[config.mk]
export PLATFORM = sky130hd
export DESIGN_NAME = burst_dma_writer
export DESIGN_NICKNAME = d
export VERILOG_FILES = /design/src/rtl/dma_pkg.sv /design/src/rtl/dma_cmd_fifo.sv /design/src/rtl/burst_dma_writer.sv
export SDC_FILE = /design/constraint.sdc
export NUM_CORES = 1
export LEC_CHECK = 0
export CELL_PAD_IN_SITES_DETAIL_PLACEMENT = 1
export CELL_PAD_IN_SITES_GLOBAL_PLACEMENT = 2
export CORE_MARGIN = 8
export CORE_UTILIZATION = 42
export CTS_BUF_LIST = sky130_fd_sc_hd__clkbuf_16
export DETAILED_ROUTE_END_ITERATION = 12
export GPL_TIMING_DRIVEN = 0
export PLACE_DENSITY = 0.82
export SKIP_LAST_GASP = 1
export SLEW_MARGIN = 0
export SYNTH_ARGS = -nofsm -noshare
export SYNTH_HDL_FRONTEND = slang
export SYNTH_SLANG_ARGS = --single-unit
export TNS_END_PERCENT = 10
[constraint.sdc]
create_clock -name CLK -period 10.3 [get_ports CLK]
set_input_delay 2.06 -clock CLK [delete_from_list [all_inputs] [get_ports CLK]]
set_output_delay 2.06 -clock CLK [all_outputs]
set_load 0.05 [all_outputs]
[src/rtl/dma_pkg.sv]
// Shared types for the burst DMA writer: FSM state encoding, the queued command
// record and the burst sizing helper.
package dma_pkg;

    // Command fields are carried at this width; ADDR_W must not exceed it.
    localparam int CMD_FIELD_W = 32;

    typedef enum logic [1:0] {
        ST_IDLE  = 2'd0,
        ST_LOAD  = 2'd1,
        ST_ARB   = 2'd2,
        ST_BURST = 2'd3
    } dma_state_e;

    typedef struct packed {
        logic [CMD_FIELD_W-1:0] size;
        logic [CMD_FIELD_W-1:0] adr;
    } dma_cmd_t;

    function automatic logic [CMD_FIELD_W-1:0] min_beats(
        input logic [CMD_FIELD_W-1:0] rem,
        input logic [CMD_FIELD_W-1:0] burst_max
    );
        return (rem < burst_max) ? rem : burst_max;
    endfunction

endpackage

[src/rtl/dma_cmd_fifo.sv]
// Register-based command queue with registered read data; the popped entry is
// visible on rd_data the cycle after rd_en.
module dma_cmd_fifo #(
    parameter int WIDTH      = 64,
    parameter int DEPTH_LOG2 = 3
) (
    input  logic             clk,
    input  logic             rst_n,
    input  logic             wr_en,
    input  logic [WIDTH-1:0] wr_data,
    input  logic             rd_en,
    output logic [WIDTH-1:0] rd_data,
    output logic             full,
    output logic             empty
);

    localparam int DEPTH = 1 << DEPTH_LOG2;

    logic [WIDTH-1:0]    mem_q [DEPTH];
    logic [DEPTH_LOG2:0] wr_ptr_q, wr_ptr_d;
    logic [DEPTH_LOG2:0] rd_ptr_q, rd_ptr_d;
    logic [WIDTH-1:0]    rd_data_q, rd_data_d;
    logic                do_wr, do_rd;

    // Extra pointer bit separates full from empty when the indices match.
    assign empty = (wr_ptr_q == rd_ptr_q);
    assign full  = (wr_ptr_q[DEPTH_LOG2-1:0] == rd_ptr_q[DEPTH_LOG2-1:0]) &&
                   (wr_ptr_q[DEPTH_LOG2] != rd_ptr_q[DEPTH_LOG2]);
    assign do_wr = wr_en & ~full;
    assign do_rd = rd_en & ~empty;
    assign rd_data = rd_data_q;

    always_comb begin
        wr_ptr_d  = wr_ptr_q + {{DEPTH_LOG2{1'b0}}, do_wr};
        rd_ptr_d  = rd_ptr_q + {{DEPTH_LOG2{1'b0}}, do_rd};
        rd_data_d = do_rd ? mem_q[rd_ptr_q[DEPTH_LOG2-1:0]] : rd_data_q;
    end

    always_ff @(posedge clk or negedge rst_n) begin
        if (!rst_n) begin
            wr_ptr_q  <= '0;
            rd_ptr_q  <= '0;
            rd_data_q <= '0;
        end else begin
            wr_ptr_q  <= wr_ptr_d;
            rd_ptr_q  <= rd_ptr_d;
            rd_data_q <= rd_data_d;
        end
    end

    always_ff @(posedge clk) begin
        if (do_wr) mem_q[wr_ptr_q[DEPTH_LOG2-1:0]] <= wr_data;
    end

endmodule

[src/rtl/burst_dma_writer.sv]
// Burst DMA write engine: queues (address, length) commands and streams an FWFT
// data FIFO to an Avalon-MM master in bursts of at most BURST_MAX beats.
module burst_dma_writer
    import dma_pkg::*;
#(
    parameter int DATA_W         = 128,
    parameter int ADDR_W         = 28,
    parameter int BURST_MAX      = 8,
    parameter int CMD_DEPTH_LOG2 = 3,
    parameter int CNT_W          = 11
) (
    input  logic                         CLK,
    input  logic                         RST_N,
    input  logic [ADDR_W-1:0]            START_ADR,
    input  logic [ADDR_W-1:0]            BUF_SIZE,
    input  logic                         START,
    output logic [15:0]                  DONE_CNT,
    output logic                         BUSY,
    output logic                         CMD_FULL,
    output logic                         CMD_EMPTY,
    output logic                         CMD_OVF,
    input  logic [DATA_W-1:0]            FIFO_DATA,
    input  logic [CNT_W-1:0]             FIFO_DATA_CNT,
    output logic                         FIFO_TREADY,
    output logic [ADDR_W-1:0]            SDRAM_ADDRESS,
    output logic [$clog2(BURST_MAX):0]   SDRAM_BURSTCOUNT,
    output logic [DATA_W-1:0]            SDRAM_WRITEDATA,
    output logic                         SDRAM_WRITE,
    input  logic                         SDRAM_WAITREQUEST
);

    localparam int BC_W = $clog2(BURST_MAX) + 1;

    dma_state_e        state_q, state_d;
    logic              start_s_q, start_p_q;
    logic              start_rise;
    logic              ovf_q, ovf_d;
    logic [15:0]       done_q, done_d;
    logic [ADDR_W-1:0] adr_q, adr_d;
    logic [ADDR_W-1:0] rem_q, rem_d;
    logic [ADDR_W-1:0] addr_q, addr_d;
    logic [BC_W-1:0]   bc_q, bc_d;
    logic [BC_W-1:0]   beat_q, beat_d;
    logic              write_q, write_d;
    logic [BC_W-1:0]   beats;
    logic              data_ok;
    logic              beat_acc;
    logic              cmd_pop, cmd_full, cmd_empty;
    dma_cmd_t          cmd_push, cmd_head;
    logic              unused_cmd_bits;

    assign start_rise = start_s_q & ~start_p_q;

    always_comb begin
        cmd_push      = '0;
        cmd_push.size = CMD_FIELD_W'(BUF_SIZE);
        cmd_push.adr  = CMD_FIELD_W'(START_ADR);
    end

    // Full is checked before any same-cycle pop, so a full queue drops the command.
    dma_cmd_fifo #(
        .WIDTH      ($bits(dma_cmd_t)),
        .DEPTH_LOG2 (CMD_DEPTH_LOG2)
    ) u_cmd_fifo (
        .clk     (CLK),
        .rst_n   (RST_N),
        .wr_en   (start_rise),
        .wr_data (cmd_push),
        .rd_en   (cmd_pop),
        .rd_data (cmd_head),
        .full    (cmd_full),
        .empty   (cmd_empty)
    );

    // Upper command bits above ADDR_W are always zero.
    assign unused_cmd_bits = ^{cmd_head.size, cmd_head.adr};

    assign beats    = BC_W'(min_beats(CMD_FIELD_W'(rem_q), CMD_FIELD_W'(BURST_MAX)));
    assign data_ok  = CMD_FIELD_W'(FIFO_DATA_CNT) >= CMD_FIELD_W'(beats);
    assign beat_acc = write_q & ~SDRAM_WAITREQUEST;

    always_comb begin
        state_d = state_q;
        ovf_d   = ovf_q | (start_rise & cmd_full);
        done_d  = done_q;
        adr_d   = adr_q;
        rem_d   = rem_q;
        addr_d  = addr_q;
        bc_d    = bc_q;
        beat_d  = beat_q;
        write_d = write_q;
        cmd_pop = 1'b0;
        case (state_q)
            ST_IDLE: begin
                if (!cmd_empty) begin
                    cmd_pop = 1'b1;
                    state_d = ST_LOAD;
                end
            end
            ST_LOAD: begin
                adr_d = cmd_head.adr[ADDR_W-1:0];
                rem_d = cmd_head.size[ADDR_W-1:0];
                if (cmd_head.size[ADDR_W-1:0] == '0) begin
                    done_d  = done_q + 16'd1;
                    state_d = ST_IDLE;
                end else begin
                    state_d = ST_ARB;
                end
            end
            ST_ARB: begin
                // Whole burst must be present so the burst never starves mid-way.
                if (data_ok) begin
                    addr_d  = adr_q;
                    bc_d    = beats;
                    beat_d  = '0;
                    write_d = 1'b1;
                    state_d = ST_BURST;
                end
            end
            ST_BURST: begin
                if (beat_acc) begin
                    beat_d = beat_q + BC_W'(1);
                    if (beat_q == bc_q - BC_W'(1)) begin
                        write_d = 1'b0;
                        adr_d   = adr_q + ADDR_W'(bc_q);
                        rem_d   = rem_q - ADDR_W'(bc_q);
                        if (rem_q == ADDR_W'(bc_q)) begin
                            done_d  = done_q + 16'd1;
                            state_d = ST_IDLE;
                        end else begin
                            state_d = ST_ARB;
                        end
                    end
                end
            end
            default: state_d = ST_IDLE;
        endcase
    end

    always_ff @(posedge CLK or negedge RST_N) begin
        if (!RST_N) begin
            state_q   <= ST_IDLE;
            start_s_q <= 1'b0;
            start_p_q <= 1'b0;
            ovf_q     <= 1'b0;
            done_q    <= '0;
            adr_q     <= '0;
            rem_q     <= '0;
            addr_q    <= '0;
            bc_q      <= '0;
            beat_q    <= '0;
            write_q   <= 1'b0;
        end else begin
            state_q   <= state_d;
            start_s_q <= START;
            start_p_q <= start_s_q;
            ovf_q     <= ovf_d;
            done_q    <= done_d;
            adr_q     <= adr_d;
            rem_q     <= rem_d;
            addr_q    <= addr_d;
            bc_q      <= bc_d;
            beat_q    <= beat_d;
            write_q   <= write_d;
        end
    end

    assign DONE_CNT         = done_q;
    assign BUSY             = (state_q != ST_IDLE);
    assign CMD_FULL         = cmd_full;
    assign CMD_EMPTY        = cmd_empty;
    assign CMD_OVF          = ovf_q;
    assign SDRAM_ADDRESS    = addr_q;
    assign SDRAM_BURSTCOUNT = bc_q;
    assign SDRAM_WRITE      = write_q;
    assign SDRAM_WRITEDATA  = FIFO_DATA;
    assign FIFO_TREADY      = beat_acc;

endmodule
==> results of run 1 <==
placed cells by master (no fill, tap or decap), types with 7 or more instances in the layout:
master	synthesis	final
edfxtp_1	448	448
clkdlybuf4s50_1	0	251
dfrtp_1	178	178
buf_4	128	128
nand2_1	117	117
mux4_2	112	112
o21ai_0	94	94
mux2i_1	76	76
clkbuf_16	0	69
clkbuf_1	61	61
a21oi_1	52	52
nor2_1	53	47
inv_1	17	36
nor4_1	30	30
mux2_2	30	30
o22ai_1	28	28
nand3_1	27	27
nor3_1	25	23
nand4_1	21	21
xor2_1	20	20
buf_1	19	19
ha_1	19	19
buf_6	1	14
buf_12	0	12
xnor2_1	10	10
a31oi_1	9	9
a2bb2oi_1	9	9
clkinv_2	0	9
nor2b_1	8	8
or2_2	8	8
nand2b_1	8	8
clkinvlp_4	0	8
clkinv_1	0	7
routing by layer:
| metal | GRT usage [%] | wire length [um] |
|---|---|---|
| met5 | 0 | 46 |
| met4 | 5.60 | 1310 |
| met1 | 27.1 | 31600 |
| met3 | 3.71 | 4320 |
| met2 | 35.2 | 37100 |
worst min path at each step:
stage / end / depth (start not counted)
floorplan: start_p_q$_DFF_PN0_ / 0
detailed placement: start_p_q$_DFF_PN0_ / 0
global placement: start_p_q$_DFF_PN0_ / 0
finish: start_p_q$_DFF_PN0_ / 0
CTS: start_p_q$_DFF_PN0_ / 0
global route: start_p_q$_DFF_PN0_ / 0
layout make-up:
type | count | share of cell area (%)
diodes | 2 | 0.0153
plain buffers | 211 | 3.92
clock buffers | 69 | 5.27
clock inverters | 59 | 1.56
inverters | 17 | 0.195
multi-input cells | 828 | 22.1
flip-flops and latches | 626 | 54.7
well taps | 846 | 3.23
repair buffers | 279 | 9.03
sequential cells by signal (all words and copies together) (netlist names):
name                 flops
DONE_CNT                16
CMD_OVF                  1
rem_q                   28
adr_q                   28
u_cmd_fifo.mem_q       448
state_q                  2
SDRAM_WRITE              1
start_s_q                1
u_cmd_fifo.rd_data      56
SDRAM_BURSTCOUNT         4
SDRAM_ADDRESS           28
start_p_q                1
u_cmd_fifo.wr_ptr_q      4
u_cmd_fifo.rd_ptr_q      4
beat_q                   4
power by group:
group | internal, mW | leakage (nW) | switching (mW)
sequential | 3.09 | 6.31 | 0.299
combinational | 0.982 | 4.30 | 1.42
clock | 1.39 | 1.14 | 1.02
total | 5.46 | 11.8 | 2.75
worst max-delay path, delay by kind of cell:
family	cells	cell delay, ps
simple gates	1	280
buf+inv	2	1270
metrics by stage:
stage	total power, mW	setup slack (ps)	TNS [ps]	hold WS (ps)	utilization, %
floorplan	4.93	4460	0	367	-
global placement	5.74	-474	-80160	377	47.9
detailed placement	5.85	4600	0	408	48.7
CTS	8.29	4600	0	432	52.3
global route	8.57	4510	0	448	52.3
finish	8.21	4620	0	438	52.3
cell families after synthesis:
group,after synthesis,synth area share (%)
compound gates,235,5.32
xor+xnor,31,1.08
fa+ha+maj,21,1.05
buf+inv,228,5.09
flops,626,67.7
mux,218,13.7
simple gates,323,6.01
==> metrics.csv, run 1 <==
metric,value,unit
Final Hold Fails,0,
clk root buf,clkbuf_16,
"most used cell, CP",clkdlybuf4s50_1,
Port Buffers,252,
area of the multi-input gates,0.00723,mm2
post-synth top area share,50.9,%
Final Max Slew Viols,0,
initial antenna violation count,10,
Worst setup endpoint,FIFO_TREADY,
"Cell Area, Placed",0.0305,mm2
crit path DAT,3620,ps
"count leader, synth",edfxtp_1,
Post-route DRC,0,
fin cells,2937,
outcome,completed,
vias in the first global route,17600,
syn_nets,1902,
nature of the critical path startpoint,input pin,
nets,2252,
area growth from synthesis to layout,23.9,%
register area,0.0179,mm2
most frequent cells after synthesis,"448 x edfxtp_1, 178 x dfrtp_1, 128 x buf_4, 117 x nand2_1, 112 x mux4_2",
detailed-placement wirelength estimate,53.4,mm
CP max stage cell,clkdlybuf4s50_1,
RR Startpoint,rem_q[20]$_DFFE_PN0P_,
final WL,74.4,mm
Congestion Overflow GR,0,
hold buffers post-CTS,0,
Post-synth top flop,edfxtp_1,
register bit count reported by yosys,626,
crit end category,output port,
register area share after synthesis,67.7,%
CTS buffer count,69,
worst-path cell chain,"clkdlybuf4s50_1, nor2b_1, clkdlybuf4s50_1",
max incr delay on CP,870,ps
Final Cycle Share,55.1,%
fillers,6082,
Initial Utilization,42.2,%
"Max FO, Critical Path",4,
library cells used by synthesis,66,
"EDFF count, synth",448,
Final min period,5680,ps
leak pwr,11.8,nW
CP Class,input pin to output port,
maximum achievable frequency,0.176,GHz
DR vias,16100,
largest net degree at the start of global routing,117,
depth of the CTS H-tree,3,
Setup-failing EPs final,0,
first-pass GRT wire length,112,mm
crit path from,SDRAM_WAITREQUEST,
Post-Syn Instances,1682,
layout cell share with drive strength beyond 1,20.5,%
Worst Skew,21.0,ps
"Warnings, synthesis",0,
detailed-route wire length per cell,25.3,um
dpl cells,2807,
I/O pins,381,
FF-to-FF path depth,12,
RSZ-0062 raised after global routing,false,
Synth Cell Area,0.0264,mm2
Slew @ Worst Pin,1070,ps
hold_sp,start_s_q$_DFF_PN0_,
die area,0.0712,mm2
post-synth top area cell,edfxtp_1,
Worst Path Required,8240,ps
reg-to-reg setup timing slack,4940,ps
worst min path class,register to register,
Pwr Density,251,mW/mm2
Max-Cap Viols,0,
"Design Area, Final",0.0327,mm2
CTS sink count,626,
synth top area cells,"edfxtp_1 51%, dfrtp_1 17%, mux4_2 9.5%",
reg-to-reg endpoint,SDRAM_ADDRESS[22]$_DFFE_PN0P_,
CTS resizes,0,
Die Width,267,um
vias per cell,5.47,
setup bufs post-CTS,0,
CTS Buffer Depth,3,
synthesized area per cell,15.7,um2
"FFs w/ async S/R, synth",28.4,%
gpl congestion,0.852,
"Reg clk slew, reported paths",60,ps
Worst-Skew Late Latency,610,ps
post-route ant nets,0,
Total GRT Usage,20.6,%
highest ir drop seen on vdd,0.127,mV
row count,92,
chip height,267,um
core box area,0.0626,mm2
drt first pass iters,5,
Starting DRT DRC Count,1201,
max_slew headroom,27.7,%
CTS tree,yes,
Note: power is estimated with default switching activity, not from simulation.
==> run 2, diff against run 1 <==
CORE_UTILIZATION = 39   (was 42)
PLACE_DENSITY = 0.77   (was 0.82)
clock period = 5.75 ns   (was 10.3 ns; I/O delays follow)
==> run 2 against run 1 <==
Effect of this change:
- hold slack got worse by 26 ps
- non-clock buffer count fell by 1
- critical path depth increased by 9
- largest cell class unchanged
- core utilization shrank 3.7 points
- critical path type is now register to register
- die area increased by 7.2%
- total power increased by 76%
- worst setup slack worse by 3900 ps
- final cell count up 0.54%
- register-to-register slack worse by 4200 ps
- combinational power is 78% higher
- sequential power increased by 79%
==> metrics.csv, run 2 (same netlist as run 1, synthesis figures left out) <==
metric,value,unit,change
die area,0.0764,mm2,+7.2%
crit end category,register,,
area of the multi-input gates,0.00724,mm2,about the same
Worst Path Required,6220,ps,-2020 ps
CTS buffer count,67,,-2.9%
clk root buf,clkbuf_16,,
met3 Track Usage GR,4.04,%,+0.33 points
area growth from synthesis to layout,23.4,%,
nature of the critical path startpoint,register,,
CTS sink count,626,,unchanged
Gate power share,29.7,%,+0.4 points
detailed-route wire length per cell,24.7,um,-2.6%
core box area,0.0672,mm2,+7.2%
Internal,9.62,mW,+76%
Congestion Overflow GR,0,,unchanged
crit path DAT,5510,ps,+1890 ps
Final WS setup,716,ps,-3910 ps
detailed-placement wirelength estimate,53.3,mm,-0.26%
row count,95,,+3.3%
met1 usage,24.5,%,-2.6 points
"Design Area, Final",0.0326,mm2,-0.41%
most frequent cells in the layout,"448 x edfxtp_1, 251 x clkdlybuf4s50_1, 178 x dfrtp_1, 131 x buf_4, 117 x nand2_1",,
"most common cell after layout, fill and taps aside",edfxtp_1,,
Initial Utilization,39.4,%,-2.9 points
highest ir drop seen on vdd,0.230,mV,+80%
Worst Skew,15.4,ps,-5.62 ps
Worst-Skew Late Latency,600,ps,about the same
"Reg clk slew, reported paths",60,ps,about the same
nets,2249,,-0.13%
setup bufs post-CTS,0,,unchanged
final WL,72.9,mm,-2.1%
Final Cycle Share,87.5,%,
max reg flops,448,,unchanged
CTS Buffer Depth,3,,unchanged
vias in the first global route,17200,,-2.4%
grt peak-use layer,met2,,
Slew @ Worst Pin,1010,ps,-64.6 ps
Setup-failing EPs final,0,,unchanged
RR Startpoint,rem_q[18]$_DFFE_PN0P_,,
fin cells,2953,,+0.54%
fillers,6541,,+7.5%
Worst Hold Depth,0,,unchanged
leak pwr,11.7,nW,-0.55%
post-route ant nets,0,,unchanged
first-pass GRT wire length,110,mm,-2.0%
largest net degree at the start of global routing,107,,-8.5%
switching share of power,33.5,%,+0.055 points
Place WS,290,ps,-4310 ps
initial antenna violation count,7,,-3
reg-to-reg endpoint,SDRAM_ADDRESS[19]$_DFFE_PN0P_,,
Pwr Density,444,mW/mm2,+77%
Final Hold Fails,0,,unchanged
Total GRT Usage,18.8,%,-1.9 points
Final Max Slew Viols,0,,unchanged
maximum achievable frequency,0.199,GHz,
Starting DRT DRC Count,960,,-20%
max_slew headroom,32.7,%,+5.0 points
outcome,completed,,
CP Class,register to register,,
Final min period,5030,ps,
Net Sw Power,4.85,mW,+77%
met2 Use GR,31.8,%,-3.4 points
vias per cell,5.35,,-2.2%
drt first pass iters,4,,-1
dpl cells,2833,,+0.93%
RSZ-0062 raised after global routing,false,,
Port Buffers,252,,unchanged
Max-Cap Viols,0,,unchanged
Die Width,276,um,+3.5%
FF-to-FF path depth,12,,unchanged
hold path endpoint,start_p_q$_DFF_PN0_,,
Post-route DRC,0,,unchanged
sequential share of power,42.0,%,+0.7 points
layout cell share with drive strength beyond 1,20.1,%,-0.38 points
CTS tree,yes,,
register area,0.0179,mm2,unchanged
"Cell Area, Placed",0.0305,mm2,about the same
depth of the CTS H-tree,3,,unchanged
Clk network pwr share,28.3,%,-1.1 points
DR vias,15800,,-1.6%
chip height,276,um,+3.5%
hold_sp,start_s_q$_DFF_PN0_,,
"Max FO, Critical Path",10,,+6
gpl congestion,0.872,,+2.3%
reg-to-reg setup timing slack,720,ps,-4220 ps
I/O pins,381,,unchanged
worst min path class,register to register,,
run 2: cell types whose count changed in the layout (fill, tap and decap cells not counted), moves of 2 or more:
cell and delta:
clkinvlp_4 -6, buf_4 +3, buf_6 -3, clkinv_1 +3, clkinv_8 -3, bufinv_16 -2
clkbuf_16 -2, inv_1 -2
run 2: layout make-up:
type                       count  area share (%)
antenna                        1         0.00767
multi-input combinational    828            22.2
tap                          873            3.35
inverter                      17           0.196
clock inverter                52            1.28
buffer                       211            3.93
timing repair buffer         278            8.99
sequential                   626            54.9
clock buffer                  67            5.14
run 2: power groups by stage:
stage,logic [mW],registers [mW],clock network (mW)
2_1_floorplan,2.59,6.24,0
4_1_cts,4.36,6.07,4.20
3_3_place_gp,4.14,6.17,0
6_report,4.30,6.07,4.10
3_5_place_dp,4.34,6.15,0
5_1_grt,4.63,6.15,4.35
run 2: routing by layer:
| layer | wire length, um | part of all wire, % |
|---|---|---|
| met2 | 36300 | 50 |
| met5 | 55 | 0.075 |
| met1 | 31500 | 43 |
| met4 | 1110 | 1.5 |
| met3 | 3920 | 5.4 |
run 2: repair_timing:
item                       in CTS  in global routing
hold buffers                    0                  0
gates resized for setup         0                  1
setup endpoints to repair       0                 11
run 2: how the worst max path moves through the flow:
| stage | slack (ps) | startpoint | end | cells after the start |
|---|---|---|---|---|
| 2_1_floorplan | -90 | u_cmd_fifo.wr_ptr_q[2]$_DFF_PN0_ | u_cmd_fifo.mem_q[0][0]$_DFFE_PP_ | 7 |
| 3_3_place_gp | -4210 | u_cmd_fifo.rd_ptr_q[1]$_DFF_PN0_ | u_cmd_fifo.mem_q[1][20]$_DFFE_PP_ | 7 |
| 3_5_place_dp | 290 | rem_q[18]$_DFFE_PN0P_ | SDRAM_ADDRESS[19]$_DFFE_PN0P_ | 12 |
| 4_1_cts | 280 | rem_q[18]$_DFFE_PN0P_ | SDRAM_ADDRESS[19]$_DFFE_PN0P_ | 12 |
| 5_1_grt | 270 | rem_q[18]$_DFFE_PN0P_ | SDRAM_ADDRESS[20]$_DFFE_PN0P_ | 13 |
| 6_report | 720 | rem_q[18]$_DFFE_PN0P_ | SDRAM_ADDRESS[19]$_DFFE_PN0P_ | 12 |
run 2: worst max-delay path, stage by stage, from the launching register on:
cell	delay (ps)
dfrtp_1	420
nor4_1	620
nand4b_1	410
nor4_2	710
nand2_1	150
ha_1	300
a21oi_1	50
nor2b_1	110
o21ai_0	90
a311oi_1	600
clkbuf_1	440
buf_1	570
mux2_2	410
run 2: per-stage QoR:
step	power, mW	utilization [%]	TNS [ps]	hold WS, ps
after detailed placement	10.5	45.4	0	408
after global placement	10.3	44.7	-1621040	383
final	14.5	48.6	0	412
after floorplan	8.83	-	-9970	367
after CTS	14.6	48.5	0	425
after global routing	15.1	48.6	0	451
==> run 3, diff against run 2 <==
CORE_ASPECT_RATIO = 1.2   (was default)
HOLD_SLACK_MARGIN = 0.05   (was default)
==> run 3 against run 2 <==
Effect of this change:
- combinational power about the same
- sequential power about the same
- worst setup slack worse by 38 ps
- clock power up 1%
- flip-flop and latch count unchanged
- global-route usage up 0.40 points
- critical path depth unchanged
- wire length up 2.7%
- register-to-register slack worse by 40 ps
- via count up 1.0%
- final cell count up 0.85%
==> metrics.csv, run 3 (same netlist as run 1, synthesis figures left out) <==
metric,value,unit,change
outcome,completed,,
CTS tree,yes,,
fin cells,2978,,+0.85%
Worst-Skew Late Latency,640,ps,+40 ps
chip height,301,um,+9.0%
CTS Buffer Depth,3,,unchanged
Final Hold Fails,0,,unchanged
DR vias,16000,,+1.0%
vias in the first global route,17300,,+0.80%
Final Max Slew Viols,0,,unchanged
Die Width,254,um,-8.2%
first-pass GRT wire length,111,mm,+1.2%
fillers,6597,,+0.86%
max reg flops,448,,unchanged
most frequent cells in the layout,"448 x edfxtp_1, 251 x clkdlybuf4s50_1, 178 x dfrtp_1, 128 x buf_4, 117 x nand2_1",,
worst min path class,register to register,,
gpl congestion,0.856,,-1.8%
depth of the CTS H-tree,2,,-1
Post-route DRC,0,,unchanged
Slew @ Worst Pin,1070,ps,+65.0 ps
hold buffers post-CTS,0,,unchanged
CTS resizes,0,,unchanged
Congestion Overflow GR,0,,unchanged
area growth from synthesis to layout,23.6,%,
setup TNS,0,ps,unchanged
largest net degree at the start of global routing,94,,-12%
Pwr Density,444,mW/mm2,+0.16%
detailed-placement wirelength estimate,54.2,mm,+1.8%
maximum achievable frequency,0.197,GHz,-0.74%
Initial Utilization,39.4,%,about the same
nature of the critical path startpoint,register,,
RSZ-0062 raised after global routing,false,,
CP Class,register to register,,
drt first pass iters,5,,+1
crit end category,register,,
setup bufs post-CTS,0,,unchanged
"most common cell after layout, fill and taps aside",edfxtp_1,,
core box area,0.0671,mm2,about the same
Pwr Total,14.5,mW,+0.31%
Worst Path Required,6250,ps,+30 ps
detailed-route wire length per cell,25.1,um,+1.8%
vias per cell,5.36,,+0.16%
layout cell share with drive strength beyond 1,20.3,%,+0.18 points
highest ir drop seen on vdd,0.265,mV,+15%
clk root buf,clkbuf_16,,
Max-Cap Viols,0,,unchanged
Place WS,145,ps,-145 ps
row count,104,,+9.5%
"Max FO, Critical Path",10,,unchanged
Final Cycle Share,88.2,%,+0.66 points
crit path DAT,5570,ps,+60 ps
Total GRT Usage,19.1,%,+0.40 points
Port Buffers,252,,unchanged
nets,2243,,-0.27%
final WL,74.8,mm,+2.7%
I/O pins,381,,unchanged
"Reg clk slew, reported paths",60,ps,about the same
CTS buffer count,60,,-10%
Worst Skew,26.3,ps,+10.9 ps
Final WS setup,678,ps,-37.8 ps
initial antenna violation count,4,,-3
Final min period,5070,ps,+37.8 ps
die area,0.0764,mm2,about the same
CTS sink count,626,,unchanged
leak pwr,11.6,nW,-0.44%
Setup-failing EPs final,0,,unchanged
dpl cells,2862,,+1.0%
max_slew headroom,28.3,%,-4.3 points
Starting DRT DRC Count,911,,-5.1%
post-route ant nets,0,,unchanged
## run 3: final timing paths
check                                 startpoint                            end  slack, ps  cells after the start
max                        rem_q[18]$_DFFE_PN0P_  SDRAM_ADDRESS[25]$_DFFE_PN0P_        680                     12
min                          start_s_q$_DFF_PN0_            start_p_q$_DFF_PN0_        410                      0
max reg2reg                rem_q[18]$_DFFE_PN0P_  SDRAM_ADDRESS[25]$_DFFE_PN0P_        680                     12
min reg2reg                  start_s_q$_DFF_PN0_            start_p_q$_DFF_PN0_        410                      0
max in group asynchronous                  RST_N  SDRAM_ADDRESS[14]$_DFFE_PN0P_       4280                      2
min in group asynchronous                  RST_N       DONE_CNT[15]$_DFFE_PN0P_        510                      1
## run 3: layer usage
layer | wire length (um) | up-vias | GRT usage, % | share of wire, %
li1 | - | 7055 | - | -
met1 | 29000 | 8267 | 22.8 | 39
met2 | 39300 | 520 | 35.4 | 53
met3 | 4710 | 120 | 3.26 | 6.3
met4 | 1760 | 4 | 5.18 | 2.4
met5 | 27 | - | 0 | 0.036
## run 3: metrics by stage
step	util, %	hold slack [ps]	area [um2]
2_1_floorplan	-	367	26400
3_3_place_gp	44.8	382	30100
3_5_place_dp	45.5	394	30600
4_1_cts	48.6	409	32700
5_1_grt	48.6	429	32700
6_report	48.6	412	32700
## run 3: critical path, stage by stage (launching register included)
cell and delay (ps):
dfrtp_1 420, nor4_1 590, nand4b_1 400, nor4_2 640
nand2_1 170, ha_1 320, a21oi_1 60, nor2b_1 100
o21ai_0 100, a311oi_1 580, clkbuf_1 520, buf_1 630
mux2_2 410
## run 3: final cells by class
type	count	area [um2]	share of cell area, %
Tap cell	901	1130	3.45
Clock buffer	61	1530	4.67
Clock inverter	53	552	1.69
Antenna cell	2	5.00	0.0153
Buffer	211	1280	3.93
Inverter	17	63.8	0.195
Sequential cell	626	17900	54.8
Timing Repair Buffer	279	2960	9.05
Multi-Input combinational cell	828	7240	22.2
## run 3: power by group
part	internal [mW]	switching [mW]
sequential	5.53	0.521
combinational	1.76	2.54
clock	2.39	1.77
